### config.mk
export PLATFORM = sky130hd
export DESIGN_NAME = sprite_fifo_sched
export DESIGN_NICKNAME = d
export VERILOG_FILES = /design/src/rtl/sprite_sched_pkg.sv /design/src/rtl/sprite_fifo_sched_arbiter.sv /design/src/rtl/sprite_fifo_sched.sv
export SDC_FILE = /design/constraint.sdc
export NUM_CORES = 1
export LEC_CHECK = 0
export BUFFER_PORTS_ARGS = -buffer_cell sky130_fd_sc_hd__buf_2
export CAP_MARGIN = 15
export CORE_UTILIZATION = 38
export CTS_CLUSTER_SIZE = 25
export DETAILED_ROUTE_END_ITERATION = 10
export PLACE_DENSITY = 0.8
export SLEW_MARGIN = 20
export SYNTH_ARGS = -nofsm -noshare
export SYNTH_HDL_FRONTEND = slang
export SYNTH_SLANG_ARGS = --single-unit
### constraint.sdc
create_clock -name Clk -period 3.25 [get_ports Clk]
set_input_delay 0.65 -clock Clk [delete_from_list [all_inputs] [get_ports Clk]]
set_output_delay 0.65 -clock Clk [all_outputs]
set_load 0.005 [all_outputs]
### src/rtl/sprite_sched_pkg.sv
// Shared types for the sprite FIFO scheduler and its round-robin arbiter.
// Optional statistics counter is enabled by defining SPRITE_SCHED_STATS_EN.
package sprite_sched_pkg;

    localparam int MAX_REQ = 8;

    typedef enum logic {
        RUN   = 1'b0,
        FLUSH = 1'b1
    } state_t;

    typedef enum logic [1:0] {
        OP_NONE  = 2'd0,
        OP_READ  = 2'd1,
        OP_WRITE = 2'd2
    } op_t;

    // Index width for a producer number; never below one bit.
    function automatic int idx_width(input int n);
        return (n > 1) ? $clog2(n) : 1;
    endfunction

endpackage

### src/rtl/sprite_fifo_sched_arbiter.sv
// Combinational round-robin search: the first requester strictly after
// rr_ptr, wrapping at NUM_REQ. The caller owns and updates rr_ptr.
module sprite_rr_arbiter
    import sprite_sched_pkg::*;
#(
    parameter  int NUM_REQ = 4,
    localparam int IDX_W   = idx_width(NUM_REQ)
) (
    input  logic [NUM_REQ-1:0] req_valid,
    input  logic [IDX_W-1:0]   rr_ptr,
    input  logic               grant_en,
    output logic [NUM_REQ-1:0] grant,
    output logic [IDX_W-1:0]   grant_idx
);

    logic [IDX_W-1:0] w_cand;
    logic             w_found;

    // Walk the ring once starting after rr_ptr and keep the first hit.
    // NOTE: every variable in an always_comb gets a default before any branch, so no latch is inferred.
    always_comb begin
        grant_idx = '0;
        w_found   = 1'b0;
        w_cand    = '0;
        for (int off = 1; off <= NUM_REQ; off++) begin
            w_cand = IDX_W'((int'(rr_ptr) + off) % NUM_REQ);
            if (!w_found && req_valid[w_cand]) begin
                w_found   = 1'b1;
                grant_idx = w_cand;
            end
        end
    end

    // One-hot grant only when the parent actually issues the write.
    always_comb begin
        grant = '0;
        if (grant_en && w_found) begin
            grant[grant_idx] = 1'b1;
        end
    end

endmodule

### src/rtl/sprite_fifo_sched.sv
// Shares one sprite FIFO between NUM_REQ producers and one draw engine.
// Issues at most one FIFO op per cycle (the FIFO drops we when re is high),
// alternates reads and writes under contention, and drains the FIFO on
// frame_start. Define SPRITE_SCHED_STATS_EN to add the stall_cnt output.
module sprite_fifo_sched
    import sprite_sched_pkg::*;
#(
    parameter int BUS_WIDTH = 16,
    parameter int NUM_REQ   = 4
) (
    input  logic                         Clk,
    input  logic                         Reset,
    input  logic                         enable,
    input  logic                         frame_start,
    input  logic [NUM_REQ-1:0]           req_valid,
    input  logic [NUM_REQ*BUS_WIDTH-1:0] req_data,
    output logic [NUM_REQ-1:0]           req_ready,
    output logic                         fifo_we,
    output logic                         fifo_re,
    output logic [BUS_WIDTH-1:0]         fifo_wdata,
    input  logic                         fifo_e,
    input  logic                         fifo_f,
    input  logic [BUS_WIDTH-1:0]         fifo_rdata,
    output logic                         out_valid,
    output logic [BUS_WIDTH-1:0]         out_data,
    input  logic                         out_ready,
    output logic                         flushing
`ifdef SPRITE_SCHED_STATS_EN
    ,
    output logic [15:0]                  stall_cnt
`endif
);

    localparam int IDX_W = idx_width(NUM_REQ);

    state_t               r_state;
    state_t               w_next_state;
    op_t                  r_last_op;
    op_t                  w_op;
    logic [IDX_W-1:0]     r_rr_ptr;
    logic [IDX_W-1:0]     w_grant_idx;
    logic [NUM_REQ-1:0]   w_grant;
    logic                 r_rd_inflight;
    logic                 r_out_valid;
    logic [BUS_WIDTH-1:0] r_out_data;
    logic                 w_any_req;
    logic                 w_rd_elig;
    logic                 w_wr_elig;

    assign w_any_req = |req_valid;

    sprite_rr_arbiter #(
        .NUM_REQ (NUM_REQ)
    ) u_arb (
        .req_valid (req_valid),
        .rr_ptr    (r_rr_ptr),
        .grant_en  (fifo_we),
        .grant     (w_grant),
        .grant_idx (w_grant_idx)
    );

    // Eligibility: FLUSH pops regardless of enable and never writes; all ops
    // are held off while Reset is asserted so outputs sit at their reset values.
    always_comb begin
        w_rd_elig = 1'b0;
        w_wr_elig = 1'b0;
        if (!Reset) begin
            if (r_state == FLUSH) begin
                w_rd_elig = !fifo_e && !r_rd_inflight;
            end else begin
                w_rd_elig = enable && !fifo_e && !r_rd_inflight && (!r_out_valid || out_ready);
                w_wr_elig = enable && !fifo_f && w_any_req;
            end
        end
    end

    // Pick a single op; under contention alternate against the previous one.
    always_comb begin
        w_op = OP_NONE;
        if (w_rd_elig && w_wr_elig) begin
            w_op = (r_last_op == OP_WRITE) ? OP_READ : OP_WRITE;
        end else if (w_rd_elig) begin
            w_op = OP_READ;
        end else if (w_wr_elig) begin
            w_op = OP_WRITE;
        end
    end

    assign fifo_re    = (w_op == OP_READ);
    assign fifo_we    = (w_op == OP_WRITE);
    assign req_ready  = w_grant;
    assign fifo_wdata = fifo_we ? req_data[int'(w_grant_idx)*BUS_WIDTH +: BUS_WIDTH] : '0;
    assign flushing   = (r_state == FLUSH);
    assign out_valid  = r_out_valid;
    assign out_data   = r_out_data;

    // Next state: any frame_start enters or extends FLUSH; leave once drained.
    always_comb begin
        w_next_state = r_state;
        case (r_state)
            RUN:     if (frame_start) w_next_state = FLUSH;
            FLUSH:   if (fifo_e && !r_rd_inflight && !frame_start) w_next_state = RUN;
            default: w_next_state = RUN;
        endcase
    end

    // State register.
    // NOTE: sequential state uses non-blocking assignments so every flop samples pre-edge values.
    always_ff @(posedge Clk or posedge Reset) begin
        if (Reset) begin
            r_state <= RUN;
        end else begin
            r_state <= w_next_state;
        end
    end

    // Arbitration pointer, last issued op and the one-deep read pipeline.
    always_ff @(posedge Clk or posedge Reset) begin
        if (Reset) begin
            r_rr_ptr      <= IDX_W'(NUM_REQ - 1);
            r_last_op     <= OP_WRITE;
            r_rd_inflight <= 1'b0;
        end else begin
            r_rd_inflight <= fifo_re;
            if (fifo_we) begin
                r_rr_ptr <= w_grant_idx;
            end
            if (w_op != OP_NONE) begin
                r_last_op <= w_op;
            end
        end
    end

    // Output register: loads on a landing read, clears on handshake, and is
    // forced empty while flushing or on the frame_start edge.
    // NOTE: out_data is a datapath register but is still reset, so the draw engine never sees X.
    always_ff @(posedge Clk or posedge Reset) begin
        if (Reset) begin
            r_out_valid <= 1'b0;
            r_out_data  <= '0;
        end else if (frame_start || (r_state == FLUSH)) begin
            r_out_valid <= 1'b0;
        end else if (r_rd_inflight) begin
            r_out_valid <= 1'b1;
            r_out_data  <= fifo_rdata;
        end else if (r_out_valid && out_ready) begin
            r_out_valid <= 1'b0;
        end
    end

`ifdef SPRITE_SCHED_STATS_EN
    // Saturating count of RUN cycles where a producer waits on a full FIFO.
    always_ff @(posedge Clk or posedge Reset) begin
        if (Reset) begin
            stall_cnt <= '0;
        end else if (frame_start) begin
            stall_cnt <= '0;
        end else if ((r_state == RUN) && w_any_req && fifo_f && (stall_cnt != 16'hFFFF)) begin
            stall_cnt <= stall_cnt + 16'd1;
        end
    end
`endif

endmodule

==> flow_metrics.py, run 1 <==
metrics = {
    "run_status": {
        "status": "finished clean",
    },
    "clock_tree": {
        "insertion_delay_ps": 260,
        "cts_resized": 0,
        "cts.sinks": 23,
        "clk_pin_slew_ps": 70,
        "cts_root_buf": "clkbuf_8",
        "clock_tree.buffer_depth": 2,
        "cts_setup_buffers": 0,
        "numCtsBuffers": 3,
        "cts_max_level": 1,
        "postCtsHoldBufs": 0,
        "cts_tree": "built",
    },
    "worst_setup_path": {
        "cp.required_ps": 2600,
        "path_cells": "nor4b_4 -> o41ai_2 -> o21bai_4 -> clkinv_4 -> nand2_2 -> o22ai_1 -> buf_2",
        "reg2reg_to": "r_rr_ptr[0]",
        "worst-path-max-fanout": 17,
        "cp-endpoint": "fifo_wdata[11]",
        "cp_data_arrival_time_ps": 2010,
        "cp.buffers_inverters": 2,
        "critPathKind": "reg -> out",
        "r2r_setup_slack_ps": 1600,
        "ff2ff_path_depth": 4,
        "slowest_delay_ps": 470,
        "slowest_stage": "dfrtp_1",
        "timing.rr.start": "r_rr_ptr[1]",
        "startpoint_type": "flip-flop",
        "crit_cells": 7,
        "cp-end-kind": "primary output",
        "critPathTopFamily": "compound AO/OA/AOI/OAI gates",
        "cp-startpoint": "flushing",
    },
    "place": {
        "place_congestion": 0.836,
        "post-dp-hpwl_um": 3550,
        "port_buffers": 130,
    },
    "synthesis": {
        "yosysWarnings": 0,
        "ys_top_cells_by_area": "dfrtp_1 32%, mux2i_1 21%, mux2_2 12%",
        "syn-num-nets": 230,
        "syn_area_per_cell_um2": 11.1,
        "synthCells": 139,
        "synth_top_area_share_pct": 32.5,
        "netlist_area_um2": 1540,
        "synth_top_cell_by_area": "dfrtp_1",
        "ys_seq_elements": 23,
        "yosysSeqAreaShare_pct": 37.6,
        "netlist-cell-type-count": 34,
    },
    "sta": {
        "fin_tns_setup_ps": 0,
        "worstMarginPinSlew_ps": 342,
        "rsz0062_at_grt": "false",
        "hold_viol_final": 0,
        "fmax_ghz": 0.376,
        "period_needed_ps": 2660,
        "min_period_over_period_pct": 81.7,
        "maxSlewViolCount": 0,
        "finalClockSkew_ps": 1.18,
        "maxSlewHeadroom_pct": 77.2,
        "setup_viol": 0,
    },
    "global_route": {
        "grt_pass1_wl_um": 6790,
        "grt_antenna_before_repair": 0,
        "grt_max_degree": 24,
        "grt-ovfl-total": 0,
        "grtUsageTotal_pct": 20.0,
        "grt_pass1_vias": 1548,
    },
    "layout": {
        "multi_input_area_um2": 882,
        "register_area_um2": 579,
        "syn_to_final_growth_pct": 47.4,
        "final_net_count": 361,
        "fillCellCount": 339,
        "final_util_pct": 60.2,
        "drive_above_1_share_pct": 61.3,
        "num_antenna_cells": 0,
    },
    "floorplan": {
        "io_pins": 131,
        "row_count": 22,
        "fp.dieH_um": 65.7,
        "die_width_um": 65.7,
        "die_area_um2": 4310,
        "start_util_pct": 40.8,
        "core_area_um2": 3770,
    },
    "drt": {
        "drtPass1Iterations": 4,
        "routed_wl_um": 4320,
        "viasPerCell": 5.13,
        "vias": 1625,
        "post_drt_wl_per_cell_um": 13.6,
        "drtAntennaViolNets": 0,
        "first_iter_violations": 39,
        "drc_errors": 0,
    },
    "flow_run": {
        "drv_cap": 0,
    },
    "min_path": {
        "worstHoldPathType": "in -> async",
    },
    "power": {
        "peakVddDrop_mv": 0.366,
        "pwr_density_cell_nw_per_um2": 439,
        "p_leak_nw": 1.28,
    },
}
## report_power, final
group	switching (mW)	internal, mW
sequential	0.0462	0.366
clock	0.0837	0.0873
combinational	0.184	0.230
## logic make-up (layout without fill, tap and decap cells)
kind of cell | after synthesis | count (layout) | share of synthesized area (%)
AO/OA/AOI/OAI | 30 | 30 | 14.1
buffers and inverters | 13 | 143 | 5.44
flip-flops | 23 | 23 | 37.6
multiplexers | 49 | 49 | 33.1
AND/OR/NAND/NOR | 24 | 24 | 9.75
## layer usage
metal,GRT usage (%),part of all wire [%],vias up
met5,0,0,-
met4,5.16,1.2,0
met3,3.82,9.6,6
met2,38.0,51,91
met1,22.1,38,745
li1,-,-,783
## worst min-delay path, cell delays in order
cell and delay [ps]:
buf_2 130, inv_1 70, buf_4 280
## cell type report
cell class	instances	area share, %
Clock buffer	4	1.98
Inverter	5	1.05
Multi-Input combinational cell	103	38.8
Sequential cell	23	25.5
Tap cell	48	2.64
Timing Repair Buffer	134	30.0
## metrics by stage
| step | worst slack (ps) | cell area [µm²] | total power [mW] | std cells | hold slack, ps |
|---|---|---|---|---|---|
| after floorplan | 548 | 1540 | 0.674 | 139 | 492 |
| after global placement | 639 | 2230 | 0.819 | 313 | 486 |
| after detailed placement | 589 | 2230 | 0.834 | 313 | 491 |
| after CTS | 580 | 2270 | 1.01 | 317 | 485 |
| after global routing | 436 | 2270 | 1.06 | 317 | 510 |
| final | 593 | 2270 | 0.997 | 317 | 474 |
## placed cells by master, fill, tap and decap left out
cell type  instances
nand4_1            1
a31oi_1            1
a21o_1             2
dfrtp_1           20
clkinv_4           1
o211ai_1           1
mux2i_1           33
clkbuf_1           1
o22ai_1           16
or2_1              1
and3_1             2
o221a_2            1
a21oi_1            4
nand3b_1           1
or4_1              1
o221ai_1           1
a211oi_1           1
dfstp_2            3
buf_2            130
o21ai_0            1
buf_4              4
nor3_2             1
nand2b_1           1
nand2_4            1
nor2b_1            1
nand2_2            1
o21bai_4           1
o41ai_2            1
nor4b_4            1
nand3_2            1
mux2_2            16
inv_1              4
clkbuf_8           3
nand2_1            6
nor2_1             5
## sequential cells by signal, indices dropped and copies added, names as in the netlist
register	cells
r_rr_ptr	2
out_data	16
r_last_op	2
out_valid	1
r_rd_inflight	1
flushing	1
## synthesized netlist by cell type
cell      count
a211oi_1      1
a21o_1        2
a21oi_1       4
a31oi_1       1
and3_1        2
buf_2         3
buf_4         3
buf_6         2
clkinv_4      1
dfrtp_1      20
dfstp_2       3
inv_1         4
mux2_2       16
mux2i_1      33
nand2_1       6
nand2_2       1
nand2_4       1
nand2b_1      1
nand3_1       1
nand3b_1      1
nand4_1       1
nor2_1        5
nor2b_1       1
nor3_2        1
nor4b_4       1
o211ai_1      1
o21ai_0       1
o21bai_4      1
o221a_2       1
o221ai_1      1
o22ai_1      16
o41ai_2       1
or2_1         1
or4_1         1
## worst min path at each step
stage	start	end	slack, ps	cells past startpoint
6_report	Reset	r_last_op[0]	470	3
5_1_grt	Reset	r_last_op[0]	510	3
4_1_cts	Reset	r_last_op[0]	480	3
3_5_place_dp	out_data[0]	out_data[0]	490	1
3_3_place_gp	out_data[3]	out_data[3]	490	1
2_1_floorplan	r_last_op[0]	r_last_op[0]	490	2
No activity file was read; power rests on OpenSTA's default activity.
==> inputs of run 2 (changes only) <==
==> constraint.sdc (replaced) <==
create_clock -name Clk -period 2.5 [get_ports Clk]
set_input_delay 0.5 -clock Clk [delete_from_list [all_inputs] [get_ports Clk]]
set_output_delay 0.5 -clock Clk [all_outputs]
set_load 0.005 [all_outputs]
==> run 2 against run 1 <==
Wire length grew 5.0%. Die area is the same. Largest cell class unchanged. Sequential power grew 30%. Count of clock-buffer cells in the layout shrank 1. Non-clock buffer count grew 5. Highest routed layer unchanged. Combinational power grew 55%. Final cell count grew 1.6%. Sequential share of layout area shrank 1.3 points. Core utilization grew 3.3 points. Clock power grew 30%.
==> flow_metrics.py, run 2 (same netlist as run 1, synthesis figures left out) <==
metrics = {
    "clock_tree": {
        "clk_pin_slew_ps": 80,
        "numCtsBuffers": 3,
        "cts_tree": "built",
        "clock_tree.buffer_depth": 2,
        "cts_root_buf": "clkbuf_8",
        "cts.sinks": 23,
        "cts_max_level": 1,
        "insertion_delay_ps": 260,
    },
    "run_status": {
        "status": "finished clean",
    },
    "sta": {
        "hold_ws_ps": 321,
        "maxSlewViolCount": 0,
        "period_needed_ps": 2410,
        "setup_viol": 0,
        "worstMarginPinSlew_ps": 417,
        "fin_tns_setup_ps": 0,
        "min_period_over_period_pct": 96.4,
        "rsz0062_at_grt": "true",
        "hold_viol_final": 0,
        "fin_ws_ps": 89.2,
        "maxSlewHeadroom_pct": 72.2,
        "fmax_ghz": 0.415,
        "finalClockSkew_ps": 4.85,
    },
    "layout": {
        "num_antenna_cells": 0,
        "largest_register_ffs": 16,
        "syn_to_final_growth_pct": 55.6,
        "fin_area_um2": 2400,
        "layout_commonest_cell": "buf_2",
        "final_cell_mix": "130 x buf_2, 33 x mux2i_1, 19 x dfrtp_1",
        "drive_above_1_share_pct": 63.5,
        "final_net_count": 366,
    },
    "worst_setup_path": {
        "slowest_stage": "dfstp_2",
        "cp.buffers_inverters": 2,
        "path_cells": "nand2_1 -> a31oi_4 -> nand3_4 -> buf_8 -> or2_4 -> nor2_1 -> buf_2",
        "cp-end-kind": "primary output",
        "critPathKind": "reg -> out",
        "startpoint_type": "flip-flop",
        "worst-path-max-fanout": 8,
        "cp_data_arrival_time_ps": 1910,
        "slowest_delay_ps": 590,
        "critPathTopFamily": "flip-flops",
        "cp.required_ps": 2000,
    },
    "global_route": {
        "grt_pass1_vias": 1496,
        "grt_max_degree": 28,
        "grt-ovfl-total": 0,
        "grt_antenna_before_repair": 0,
        "grtUsageTotal_pct": 19.2,
        "grt_pass1_wl_um": 6490,
    },
    "place": {
        "place_congestion": 0.781,
        "placed_area_um2": 2230,
        "port_buffers": 130,
        "dp_slack_ps": 137,
        "post-dp-hpwl_um": 3520,
    },
    "floorplan": {
        "die_area_um2": 4310,
        "start_util_pct": 40.8,
        "core_area_um2": 3770,
        "row_count": 22,
        "io_pins": 131,
        "fp.dieH_um": 65.7,
        "die_width_um": 65.7,
    },
    "power": {
        "total_power_mw": 1.40,
        "p_leak_nw": 1.34,
        "pwr_density_cell_nw_per_um2": 584,
        "peakVddDrop_mv": 0.459,
    },
    "drt": {
        "vias": 1634,
        "routed_wl_um": 4540,
        "viasPerCell": 5.07,
        "first_iter_violations": 23,
        "drtPass1Iterations": 5,
        "drtAntennaViolNets": 0,
        "drc_errors": 0,
        "post_drt_wl_per_cell_um": 14.1,
    },
    "flow_run": {
        "drv_cap": 0,
    },
    "min_path": {
        "worstHoldPathType": "in -> async",
    },
}
run 2: layer usage:
metal	wire length (µm)	GRT usage, %	vias to the layer above
li1	-	-	794
met1	1710	20.0	742
met2	2360	37.4	90
met3	395	3.82	8
met4	68	6.25	0
met5	0	0	-
run 2: repair_timing:
| item | CTS | global route |
|---|---|---|
| setup endpoints to repair | 1 | 18 |
| buffers inserted | 0 | 3 |
| hold buffers | 0 | 0 |
| resized for setup | 1 | 10 |
| pin swaps | 0 | 2 |
| gates cloned | 0 | 2 |
run 2: report_power, final:
group	total, mW	internal [mW]	leakage [nW]	switching, mW
sequential	0.534	0.476	0.271	0.0584
clock	0.223	0.111	0.0255	0.112
combinational	0.641	0.371	1.05	0.270
total	1.40	0.958	1.34	0.441
run 2: layout make-up:
| class | count | area (µm²) |
|---|---|---|
| fill | 326 | 1380 |
| clock buffer | 3 | 41.3 |
| multi-input combinational | 103 | 912 |
| sequential | 23 | 581 |
| inverter | 5 | 23.8 |
| tap | 48 | 60.1 |
| clock inverter | 1 | 5.00 |
| timing repair buffer | 139 | 773 |
run 2: worst min-delay path: stages:
cell and delay [ps]:
buf_2 120, inv_1 70, buf_4 280
run 2: final timing paths:
kind                              startpoint           end  slack, ps  cells after the start
worst max-delay path             r_rr_ptr[1]  req_ready[2]         90                      7
worst min-delay path                   Reset  r_last_op[0]        320                      3
worst max register to register   r_rr_ptr[1]   r_rr_ptr[0]        930                      4
worst min register to register  out_data[15]  out_data[15]        500                      1
max in group asynchronous              Reset   r_rr_ptr[0]       1900                      3
min in group Clk                 frame_start     out_valid        440                      2
run 2: through the flow:
step / instances / utilization (%)
6_report: 322 / 63.5
3_5_place_dp: 313 / 59.0
2_1_floorplan: 139 / -
3_3_place_gp: 313 / 59.0
5_1_grt: 322 / 63.5
4_1_cts: 317 / 60.4
==> inputs of run 3 (changes only) <==
==> constraint.sdc (replaced) <==
create_clock -name Clk -period 2.43 [get_ports Clk]
set_input_delay 0.486 -clock Clk [delete_from_list [all_inputs] [get_ports Clk]]
set_output_delay 0.486 -clock Clk [all_outputs]
set_load 0.005 [all_outputs]
==> run 3 against run 2 <==
Sequential share of layout area fell by 0.15 points. Power rose by 3.7%. Clock skew fell by 3.2 ps. Worst hold slack got worse by 5.2 ps. Sequential power rose by 4.1%. Critical endpoint is now fifo_wdata[5]. Largest cell class unchanged. Highest routed layer unchanged.
==> flow_metrics.py, run 3 (same netlist as run 1, synthesis figures left out) <==
metrics = {
    "layout": {
        "num_antenna_cells": 0,
        "fillCellCount": 318,
        "fin_area_um2": 2410,
        "syn_to_final_growth_pct": 56.5,
        "layout_commonest_cell": "buf_2",
        "final_net_count": 364,
        "final_cell_mix": "130 x buf_2, 29 x mux2i_1, 19 x dfrtp_1",
        "largest_register_ffs": 16,
        "register_area_um2": 581,
        "multi_input_area_um2": 957,
        "drive_above_1_share_pct": 65.4,
    },
    "floorplan": {
        "core_area_um2": 3770,
        "io_pins": 131,
        "die_area_um2": 4310,
        "start_util_pct": 40.8,
        "fp.dieH_um": 65.7,
        "row_count": 22,
        "die_width_um": 65.7,
    },
    "power": {
        "pwr_density_cell_nw_per_um2": 602,
        "total_power_mw": 1.45,
        "peakVddDrop_mv": 0.470,
        "p_leak_nw": 1.33,
    },
    "sta": {
        "setup_viol": 0,
        "worstMarginPinSlew_ps": 316,
        "period_needed_ps": 2430,
        "finalClockSkew_ps": 1.61,
        "maxSlewViolCount": 0,
        "fmax_ghz": 0.412,
        "maxSlewHeadroom_pct": 79.0,
        "min_period_over_period_pct": 99.9,
        "hold_viol_final": 0,
        "rsz0062_at_grt": "true",
        "fin_ws_ps": 2.55,
    },
    "clock_tree": {
        "cts.sinks": 23,
        "cts_max_level": 1,
        "cts_tree": "built",
        "clk_pin_slew_ps": 70,
        "numCtsBuffers": 3,
        "clock_tree.buffer_depth": 2,
        "cts_root_buf": "clkbuf_8",
        "insertion_delay_ps": 250,
    },
    "global_route": {
        "grt-ovfl-total": 0,
        "grt_antenna_before_repair": 0,
        "grt_pass1_wl_um": 6550,
        "grt_pass1_vias": 1507,
        "grt_max_degree": 28,
        "grtUsageTotal_pct": 19.4,
    },
    "drt": {
        "drtPass1Iterations": 4,
        "first_iter_violations": 33,
        "vias": 1610,
        "routed_wl_um": 4580,
        "viasPerCell": 5.03,
        "drtAntennaViolNets": 0,
        "post_drt_wl_per_cell_um": 14.3,
        "drc_errors": 0,
    },
    "place": {
        "dp_slack_ps": 101,
        "port_buffers": 130,
        "place_congestion": 0.783,
        "placed_area_um2": 2230,
        "post-dp-hpwl_um": 3490,
    },
    "min_path": {
        "worstHoldPathType": "in -> async",
    },
    "worst_setup_path": {
        "path_cells": "nand2_1 -> a21oi_2 -> o221a_4 -> nand2_4 -> o22ai_1 -> buf_2",
        "ff2ff_path_depth": 6,
        "worst-path-max-fanout": 16,
        "critPathKind": "reg -> out",
        "cp_data_arrival_time_ps": 1940,
        "startpoint_type": "flip-flop",
        "cp-end-kind": "primary output",
        "slowest_stage": "dfstp_2",
        "cp.required_ps": 1940,
        "slowest_delay_ps": 640,
    },
    "flow_run": {
        "drv_cap": 0,
    },
    "run_status": {
        "status": "finished clean",
    },
}
==> run 3: worst paths after layout <==
kind / startpoint / end / slack [ps]
min in group Clk: frame_start / out_valid / 430
max reg2reg: r_rr_ptr[1] / r_rr_ptr[1] / 860
min reg2reg: out_data[4] / out_data[4] / 510
max: r_rr_ptr[1] / fifo_wdata[5] / 3
min: Reset / r_last_op[0] / 320
max in group asynchronous: Reset / r_rr_ptr[0] / 1830
==> run 3: worst max-delay path: cells and delay by family (launching register included) <==
kind | cells | cell delay, ps
AOI/OAI and AO/OA | 3 | 680
buffers and inverters | 1 | 140
DFF | 1 | 640
and+or+nand+nor | 2 | 230
==> run 3: through the flow <==
step,std cells,utilization (%),hold slack [ps],TNS (ps)
finish,320,63.9,316,0
global route,320,63.9,356,-818
CTS,317,60.5,317,0
detailed placement,313,59.0,490,0
global placement,313,59.0,486,0
floorplan,139,-,492,0
==> run 3: metal layers <==
layer | vias up | global-route usage (%) | share of wire [%] | wire length [µm]
met3 | 4 | 3.47 | 8.1 | 370
met4 | 0 | 4.08 | 0.87 | 40
met2 | 80 | 38.1 | 53 | 2420
met5 | - | 0 | 0 | 0
met1 | 736 | 21.1 | 38 | 1750
li1 | 790 | - | - | -
==> run 3: layout make-up <==
type                       count  area share (%)
clock buffer                   4            1.87
inverter                       5           0.986
multi-input combinational    103            39.7
sequential                    23            24.1
tap                           48            2.49
timing repair buffer         137            30.9
==> run 3: repair_timing <==
item,in CTS,in global routing
endpoints found under the setup margin,16,18
setup buffers,0,2
gates resized for setup,2,19
cloned,0,1
hold buffers,0,0
pin swaps,0,2
==> run 3: power by group <==
group | internal (mW) | switching (mW) | total, mW
Clock | 0.117 | 0.110 | 0.226
Sequential | 0.490 | 0.0666 | 0.556
Combinational | 0.383 | 0.286 | 0.668
Total | 0.989 | 0.462 | 1.45
